===== config.mk =====
export PLATFORM = sky130hd
export DESIGN_NAME = imem_loader
export DESIGN_NICKNAME = d
export VERILOG_FILES = /design/src/rtl/imem_loader_pkg.sv /design/src/rtl/imem_loader_byte_packer.sv /design/src/rtl/imem_loader.sv
export SDC_FILE = /design/constraint.sdc
export NUM_CORES = 1
export LEC_CHECK = 0
export ABC_AREA = 0
export CAP_MARGIN = 20
export CORE_UTILIZATION = 58
export CTS_CLUSTER_SIZE = 14
export DETAILED_ROUTE_END_ITERATION = 10
export GPL_TIMING_DRIVEN = 0
export PLACE_DENSITY_LB_ADDON = 0.05
export SLEW_MARGIN = 20
export SYNTH_ARGS = -nofsm -noshare
export SYNTH_HDL_FRONTEND = slang
export SYNTH_HIERARCHICAL = 1
export SYNTH_SLANG_ARGS = --single-unit

===== constraint.sdc =====
create_clock -name clk -period 8.05 [get_ports clk]
set_input_delay 1.61 -clock clk [delete_from_list [all_inputs] [get_ports clk]]
set_output_delay 1.61 -clock clk [all_outputs]
set_load 0.01 [all_outputs]

===== src/rtl/imem_loader_pkg.sv =====
// rtl/imem_loader_pkg.sv - shared state encoding and word geometry for the program loader
package imem_loader_pkg;

  typedef enum logic [2:0] {
    IDLE,
    RECV,
    WRITE,
    DONE,
    ERR
  } state_t;

  localparam int BYTES_PER_WORD = 4;
  localparam int BYTE_IDX_W     = 2;
  localparam int WORD_BITS      = 8 * BYTES_PER_WORD;

endpackage


===== src/rtl/imem_loader_byte_packer.sv =====
// rtl/imem_loader_byte_packer.sv - little-endian 4-byte insert register with byte index and full flag
module imem_loader_byte_packer
  import imem_loader_pkg::*;
(
  input  logic                  clk,
  input  logic                  rst,
  input  logic                  i_clear,
  input  logic                  i_load,
  input  logic [7:0]            i_byte,
  output logic [WORD_BITS-1:0]  o_word,
  output logic [BYTE_IDX_W-1:0] o_idx,
  output logic                  o_full
);

  logic [WORD_BITS-1:0]  r_word;
  logic [BYTE_IDX_W-1:0] r_idx;
  logic                  r_full;

  // Clear wins over load so a word never carries bytes across the write bubble.
  always_ff @(posedge clk or negedge rst) begin
    if (!rst) begin
      r_word <= '0;
      r_idx  <= '0;
      r_full <= 1'b0;
    end else if (i_clear) begin
      r_word <= '0;
      r_idx  <= '0;
      r_full <= 1'b0;
    end else if (i_load) begin
      r_word[8*r_idx +: 8] <= i_byte;
      r_idx                <= r_idx + 1'b1;
      r_full               <= (r_idx == BYTE_IDX_W'(BYTES_PER_WORD - 1));
    end
  end

  assign o_word = r_word;
  assign o_idx  = r_idx;
  assign o_full = r_full;

endmodule


===== src/rtl/imem_loader.sv =====
// rtl/imem_loader.sv - byte-stream program loader writing packed words into instruction memory
module imem_loader
  import imem_loader_pkg::*;
#(
  parameter int                AWIDTH    = 32,
  parameter int                DWIDTH    = 32,
  parameter logic [AWIDTH-1:0] BASEADDR  = AWIDTH'(32'h0100_0000),
  parameter int                MAX_WORDS = 1024,
  parameter int                LEN_WIDTH = 16
) (
  input  logic                 clk,
  input  logic                 rst,
  input  logic                 start_i,
  input  logic [LEN_WIDTH-1:0] len_i,
  input  logic                 byte_valid_i,
  input  logic [7:0]           byte_i,
  output logic                 byte_ready_o,
  output logic [AWIDTH-1:0]    mem_addr_o,
  output logic [DWIDTH-1:0]    mem_data_o,
  output logic                 mem_write_en_o,
  output logic                 busy_o,
  output logic                 done_o,
  output logic                 err_o,
  output logic                 core_hold_o
);

  state_t                r_state;
  state_t                w_next;
  logic [LEN_WIDTH-1:0]  r_len;
  logic [LEN_WIDTH-1:0]  r_word_cnt;
  logic [AWIDTH-1:0]     r_addr;
  logic                  r_core_hold;
  logic                  w_start;
  logic                  w_fire;
  logic                  w_last_byte;
  logic                  w_last_word;
  logic                  w_too_long;
  logic                  w_full;
  logic [BYTE_IDX_W-1:0] w_byte_idx;
  logic [WORD_BITS-1:0]  w_word;

  assign w_start     = start_i && (r_state inside {IDLE, DONE, ERR});
  assign w_fire      = byte_valid_i && byte_ready_o;
  assign w_last_byte = (w_byte_idx == BYTE_IDX_W'(BYTES_PER_WORD - 1));
  assign w_last_word = ((r_word_cnt + 1'b1) == r_len);
  assign w_too_long  = ({1'b0, len_i} > (LEN_WIDTH + 1)'(MAX_WORDS));

  imem_loader_byte_packer u_packer (
    .clk     (clk),
    .rst     (rst),
    .i_clear (r_state == WRITE),
    .i_load  (w_fire),
    .i_byte  (byte_i),
    .o_word  (w_word),
    .o_idx   (w_byte_idx),
    .o_full  (w_full)
  );

  always_ff @(posedge clk or negedge rst) begin
    if (!rst) r_state <= IDLE;
    else      r_state <= w_next;
  end

  always_comb begin
    w_next = r_state;
    case (r_state)
      IDLE, DONE, ERR: begin
        if (start_i) begin
          if (len_i == '0)     w_next = DONE;
          else if (w_too_long) w_next = ERR;
          else                 w_next = RECV;
        end
      end
      RECV:    if (w_fire && w_last_byte) w_next = WRITE;
      WRITE:   w_next = w_last_word ? DONE : RECV;
      default: w_next = IDLE;
    endcase
  end

  // Hold is tracked against the next state so a rejected start leaves it untouched.
  always_ff @(posedge clk or negedge rst) begin
    if (!rst) begin
      r_len       <= '0;
      r_word_cnt  <= '0;
      r_addr      <= BASEADDR;
      r_core_hold <= 1'b1;
    end else begin
      if (w_start) begin
        r_len      <= len_i;
        r_word_cnt <= '0;
        r_addr     <= BASEADDR;
      end else if (r_state == WRITE && !w_last_word) begin
        r_word_cnt <= r_word_cnt + 1'b1;
        r_addr     <= r_addr + AWIDTH'(BYTES_PER_WORD);
      end
      if (w_next == DONE)                          r_core_hold <= 1'b0;
      else if (w_next == RECV || w_next == WRITE)  r_core_hold <= 1'b1;
    end
  end

  assign byte_ready_o   = (r_state == RECV);
  assign mem_write_en_o = (r_state == WRITE) && w_full;
  assign mem_addr_o     = r_addr;
  assign mem_data_o     = DWIDTH'(w_word);
  assign busy_o         = (r_state == RECV) || (r_state == WRITE);
  assign done_o         = (r_state == DONE);
  assign err_o          = (r_state == ERR);
  assign core_hold_o    = r_core_hold;

endmodule


-- Word-level counts from Yosys, hierarchy flattened
Index checks and enable logic that the tools add are counted.
Widths: inputs -> output; s select.
- register bits: 103
- latch bits: 0
- RAM bits: 0
- ROM bits: 0
- bits of input ports: 28
- output and inout bits: 70
- logic and storage cells: 58
- memories: 0
- $add $sub $neg: 4
- multipliers: 0
- div/mod/pow operators: 0
- $lt $le $gt $ge: 1
- equal/unequal tests: 9
- shift operators: 2
- multiplexer cells: 19
- bitwise logic cells: 0
- reduce and logical (&&, ||, !) cells: 15
- operators by type and width (kind ; number):
    $mux 32 ; 4
    $neg 5->34 ; 1
    $shift 8x34->32 const A ; 1
    $shiftx 8x34->32 ; 1
    $add 32x3->32 const B ; 1
    $bwmux 32 ; 1
    $mux 16 ; 2
    $add 16x1->16 const B ; 1
    $eq 16x16->1 ; 1
    $gt 16x11->1 const B ; 1
    $logic_not 16->1 ; 1
    $eq 3x2->1 const B ; 4
    $mux 3 ; 4
    $pmux 3 s3 ; 1
    $eq 3x1->1 const B ; 2
    $mux 2 ; 3
    $reduce_bool 2->1 ; 3
    $logic_and 1x1->1 ; 5
    $mux 1 ; 4
    $eq 3x3->1 const B ; 1
    $logic_not 3->1 ; 1
    $reduce_bool 3->1 ; 1
    $reduce_or 3->1 ; 1
    $add 2x1->2 const B ; 1
    other kinds (3) ; 4

-- Depth between registers and ports, before layout
- depth after elaboration: 9
- depth in mapped cells: 11
- gate-level depth less buffers: 8

-- Modules after synthesis
Netlist, hierarchy kept.
- by module, submodules not included (module ; instances ; cells an instance ; area each (um^2) ; sequential area each (um^2)):
    imem_loader ; 1 ; 484 ; 4144.0 ; 1654.1
    imem_loader_byte_packer ; 1 ; 126 ; 1607.8 ; 875.8

-- Least setup slack after synthesis
Ideal clock, no wire load.
- path type: register -> output
- from: reg r_state[1]
- to: out mem_write_en_o
- arrival time: 1.677 ns
- required time: 6.440 ns
- slack: 4.763 ns
- stages on the path, launching flop included: 7
- path buffers: 2
- cell sequence: dfrtp_1 -> inv_1 -> or3_1 -> inv_1 -> clkbuf_1 -> buf_1 -> and2_1
- cells in the longest elaborated chain, start to end: 2
- RTL lines (item ; RTL line ; RTL):
    start: declaration ; imem_loader.sv:27 ; state_t r_state;
    start signal: assignment ; imem_loader.sv:61 ; else r_state <= w_next;
    $eq 3x2->1 ; imem_loader.sv:102 ; assign mem_write_en_o = (r_state == WRITE) && w_full;
    $logic_and 1x1->1 ; imem_loader.sv:102 ;
    end: declaration ; imem_loader.sv:20 ; output logic mem_write_en_o,
No other way between the ends.

-- Final worst setup path
Same ends and word-level chain as after synthesis.

==> metrics.md <==
| Metric | Value |
|---|---|
| Synth Register Bits | `approximately 100` |
| Gr usage total | `between 30% and 40%` |
| Setup ws final | `about 3.3 ns` |
| Post-Synth Simple-Gate Area | `approximately 25%` |
| Dominant synthesized flop cell | `dfrtp_1` |
| Top-count cell post-synth | `dfrtp_1` |
| Worst reg-to-reg setup slack | `around 4.6 ns` |
| FF-to-FF End | `r_word_cnt[0]` |
| Fin Hold WS | `approximately 0.51 ns` |
| Asr flop ratio synth | `between 90% and 100%` |
| Power Density | `approximately 180 nW/µm²` |
| Root buf cell | `clkbuf_8` |
| Final setup viols | `0` |
| Post-synthesis adder-cell area fraction | `1.52%` |
| Critical path endpoint category | `primary output` |
| Int Pwr | `between 0.8 and 0.9 mW` |
| Synth Area in XOR/XNOR | `around 3.3%` |
| Req. time, crit path | `roughly 6.4 ns` |
| Unrepaired setup endpoints after global routing | `no` |
| Antenna violations before repair | `0` |
| Post-route setup TNS | `0 ns` |
| # hold bufs at CTS | `0` |
| RD Place Congestion | `0.893` |
| Reg2Reg Depth | `9` |
| Clock sink count | `roughly 100` |
| Die Width | `roughly 100 µm` |
| Main combinational cell family by area after synthesis | `simple AND/OR/NAND/NOR gates` |
| Cell area after synthesis | `roughly 5800 µm²` |
| Reg-to-Reg Start | `r_word_cnt[0]` |
| Vias in the first global route | `~5300` |
| ANT cells | `0` |
| Status | `completed` |
| Slew @ Worst Pin | `0.720 ns` |
| Multiplexer share of the synthesized area | `1.96%` |
| Count of cells resized by post-cts repair | `0` |
| Netlist cell types | `between 60 and 70` |
| Core ar. | `approximately 9400 µm²` |
| Max-slew headroom | `~52%` |
| Syn Inst Count | `610` |
| Number of port buffers | `between 90 and 100` |
| Height of the chip | `between 100 and 150 µm` |
| DRT Pass-1 Iters | `5` |
| Max Slew Vio Count | `0` |
| Fmax | `between 200 and 250 MHz` |
| Final Hold Fails | `0` |
| Area leader, netlist | `dfrtp_1` |
| Share of layout cells above drive strength 1 | `9.68%` |
| Max Root-Sink Buffers | `2` |
| Tmin final | `around 4.8 ns` |
| CTS tree | `yes` |
| Area Growth Syn to Fin | `23.4%` |
| Cts bufs inserted | `9` |
| Via/cell ratio | `about 6.3` |
| 1st-iter DRT viols | `slightly above 400` |
| Post-DP HPWL | `11700 µm` |
| Routed length per instance | `18.9 µm` |
| Synth top area share | `roughly 43%` |
| Remaining antenna violation count | `0` |
| P_sw | `0.407 mW` |
| Total Die Area | `approximately 10000 µm²` |
| First-pass GRT wire length | `25900 µm` |
| H-tree levels | `3` |
| Hold_sp | `u_packer/o_word[14]` |
| Core Rows | `35` |
| Setup WS pre-CTS | `approximately 3.8 ns` |
| Avg Cell Area, Syn | `~9.4 µm²` |
| IO Pins | `about 100` |
| Sw Ratio | `between 30% and 40%` |
| Setup crit end | `mem_write_en_o` |
| Flop pwr share | `47.6%` |
| Hold Path Class | `flip-flop to flip-flop` |
| Combinational power share | `26.2%` |
| Worst VDD drop | `0.142 mV` |
| Sequential-to-total area share from yosys stat | `~44%` |
| Tcrit/Tclk final | `between 50% and 60%` |
| Worst-Skew Late Latency | `between 0.3 and 0.4 ns` |
| Routed wire length | `~16000 µm` |
| Top cells by area, synth | `dfrtp_1 43%, nand2_1 6.3%, a32o_1 4.2%` |
| Leakage | `2.97 nW` |
| Grt total ovfl | `0` |
| Maxcap violations | `0` |
| Commonest cells post-synth | `99 x dfrtp_1, 96 x nand2_1, 39 x nor2_1` |
| Pin count of the biggest net entering global routing | `between 80 and 90` |
| Clock share of power | `about a quarter` |
| WS Path Type | `flip-flop to primary output` |
| Final nets | `between 700 and 800` |
| # Post-CTS Setup Buffers | `0` |
| Worst EP arrival | `roughly 3.2 ns` |
| Yosys warnings | `6` |
| Worst-path clk slew | `0.09 ns` |
| # DRC | `0` |
| Post-synth EDFFs | `0` |
| CP Launch Point | `r_state[1]` |
| Clock skew | `0.00971 ns` |
| Largest fanout on the critical path | `10` |
| Vias | `between 5000 and 6000` |
| Starting Density | `slightly above 60%` |
| Worst setup SP type | `flip-flop` |
| Compound-Gate Fraction of Synth Area | `between 10% and 20%` |
-- cell type report --
class | count | area, µm²
Inverter | 17 | 63.8
Clock buffer | 10 | 128
Fill cell | 711 | 2320
Multi-Input combinational cell | 445 | 2900
Timing Repair Buffer | 96 | 980
Sequential cell | 101 | 2530
Buffer | 48 | 265
Clock inverter | 6 | 71.3
Tap cell | 129 | 161
-- critical path, stage by stage, from the launching register on --
cell and delay, ns:
dfrtp_1 0.46, inv_1 0.10, or3_1 0.42, inv_1 0.11, clkbuf_1 0.44, buf_1 0.51, and2_1 0.21, clkdlybuf4s50_1 0.56
-- kinds of logic (layout without fill, tap and decap cells) --
logic type      Yosys count  in the layout
xor+xnor                 21             21
fa+ha+maj                 7              7
compound gates          125            125
flops                   101            101
simple gates            279            279
buf+inv                  65            177
other cells               1              2
mux                      11             11
-- registers in the layout, summed over array words and instances (netlist names) --
register,flops
u_packer/o_idx,2
r_len,16
u_packer/o_word,32
r_word_cnt,16
mem_addr_o,30
u_packer/o_full,1
r_state,3
core_hold_o,1
-- power groups by stage --
stage          combinational (mW)  sequential (mW)  clock (mW)
6_report                    0.337            0.610       0.336
5_1_grt                     0.366            0.619       0.359
4_1_cts                     0.337            0.611       0.337
3_5_place_dp                0.334            0.621           0
3_3_place_gp                0.320            0.617           0
2_1_floorplan               0.155            0.630           0
-- how the worst min path moves through the flow --
stage / cells after the start / endpoint
after floorplan: 2 / r_len[11]
after global placement: 1 / u_packer/o_word[20]
after detailed placement: 1 / u_packer/o_word[9]
after CTS: 1 / u_packer/o_word[9]
after global routing: 1 / u_packer/o_word[17]
final: 1 / u_packer/o_word[14]
-- routing by layer --
metal / up-vias / GRT usage [%] / wire length, µm
li1: 2466 / - / -
met1: 2644 / 42.8 / 6640
met2: 227 / 53.6 / 7890
met3: 43 / 5.94 / 1100
met4: 0 / 12.9 / 499
met5: - / 0 / 0
-- placed cells by master (no fill, tap or decap), types with 17 or more instances in the layout --
| cell type | synthesis | final |
|---|---|---|
| dfrtp_1 | 99 | 99 |
| a32o_1 | 24 | 24 |
| clkbuf_1 | 19 | 20 |
| or4_1 | 19 | 19 |
| clkdlybuf4s50_1 | 0 | 94 |
| o31ai_1 | 18 | 18 |
| nand2_1 | 96 | 96 |
| inv_1 | 17 | 17 |
| nor2_1 | 39 | 39 |
| nand3_1 | 33 | 33 |
| a21oi_1 | 25 | 25 |
-- metrics by stage --
step / total power, mW / utilization, % / cell area, µm² / cells
floorplan: 0.785 / - / 5760 / 611
global placement: 0.937 / 72.9 / 6870 / 835
detailed placement: 0.955 / 73.2 / 6900 / 836
CTS: 1.28 / 75.4 / 7100 / 852
global route: 1.34 / 75.4 / 7100 / 852
finish: 1.28 / 75.4 / 7100 / 852
Note: power is estimated with default switching activity, not from simulation.
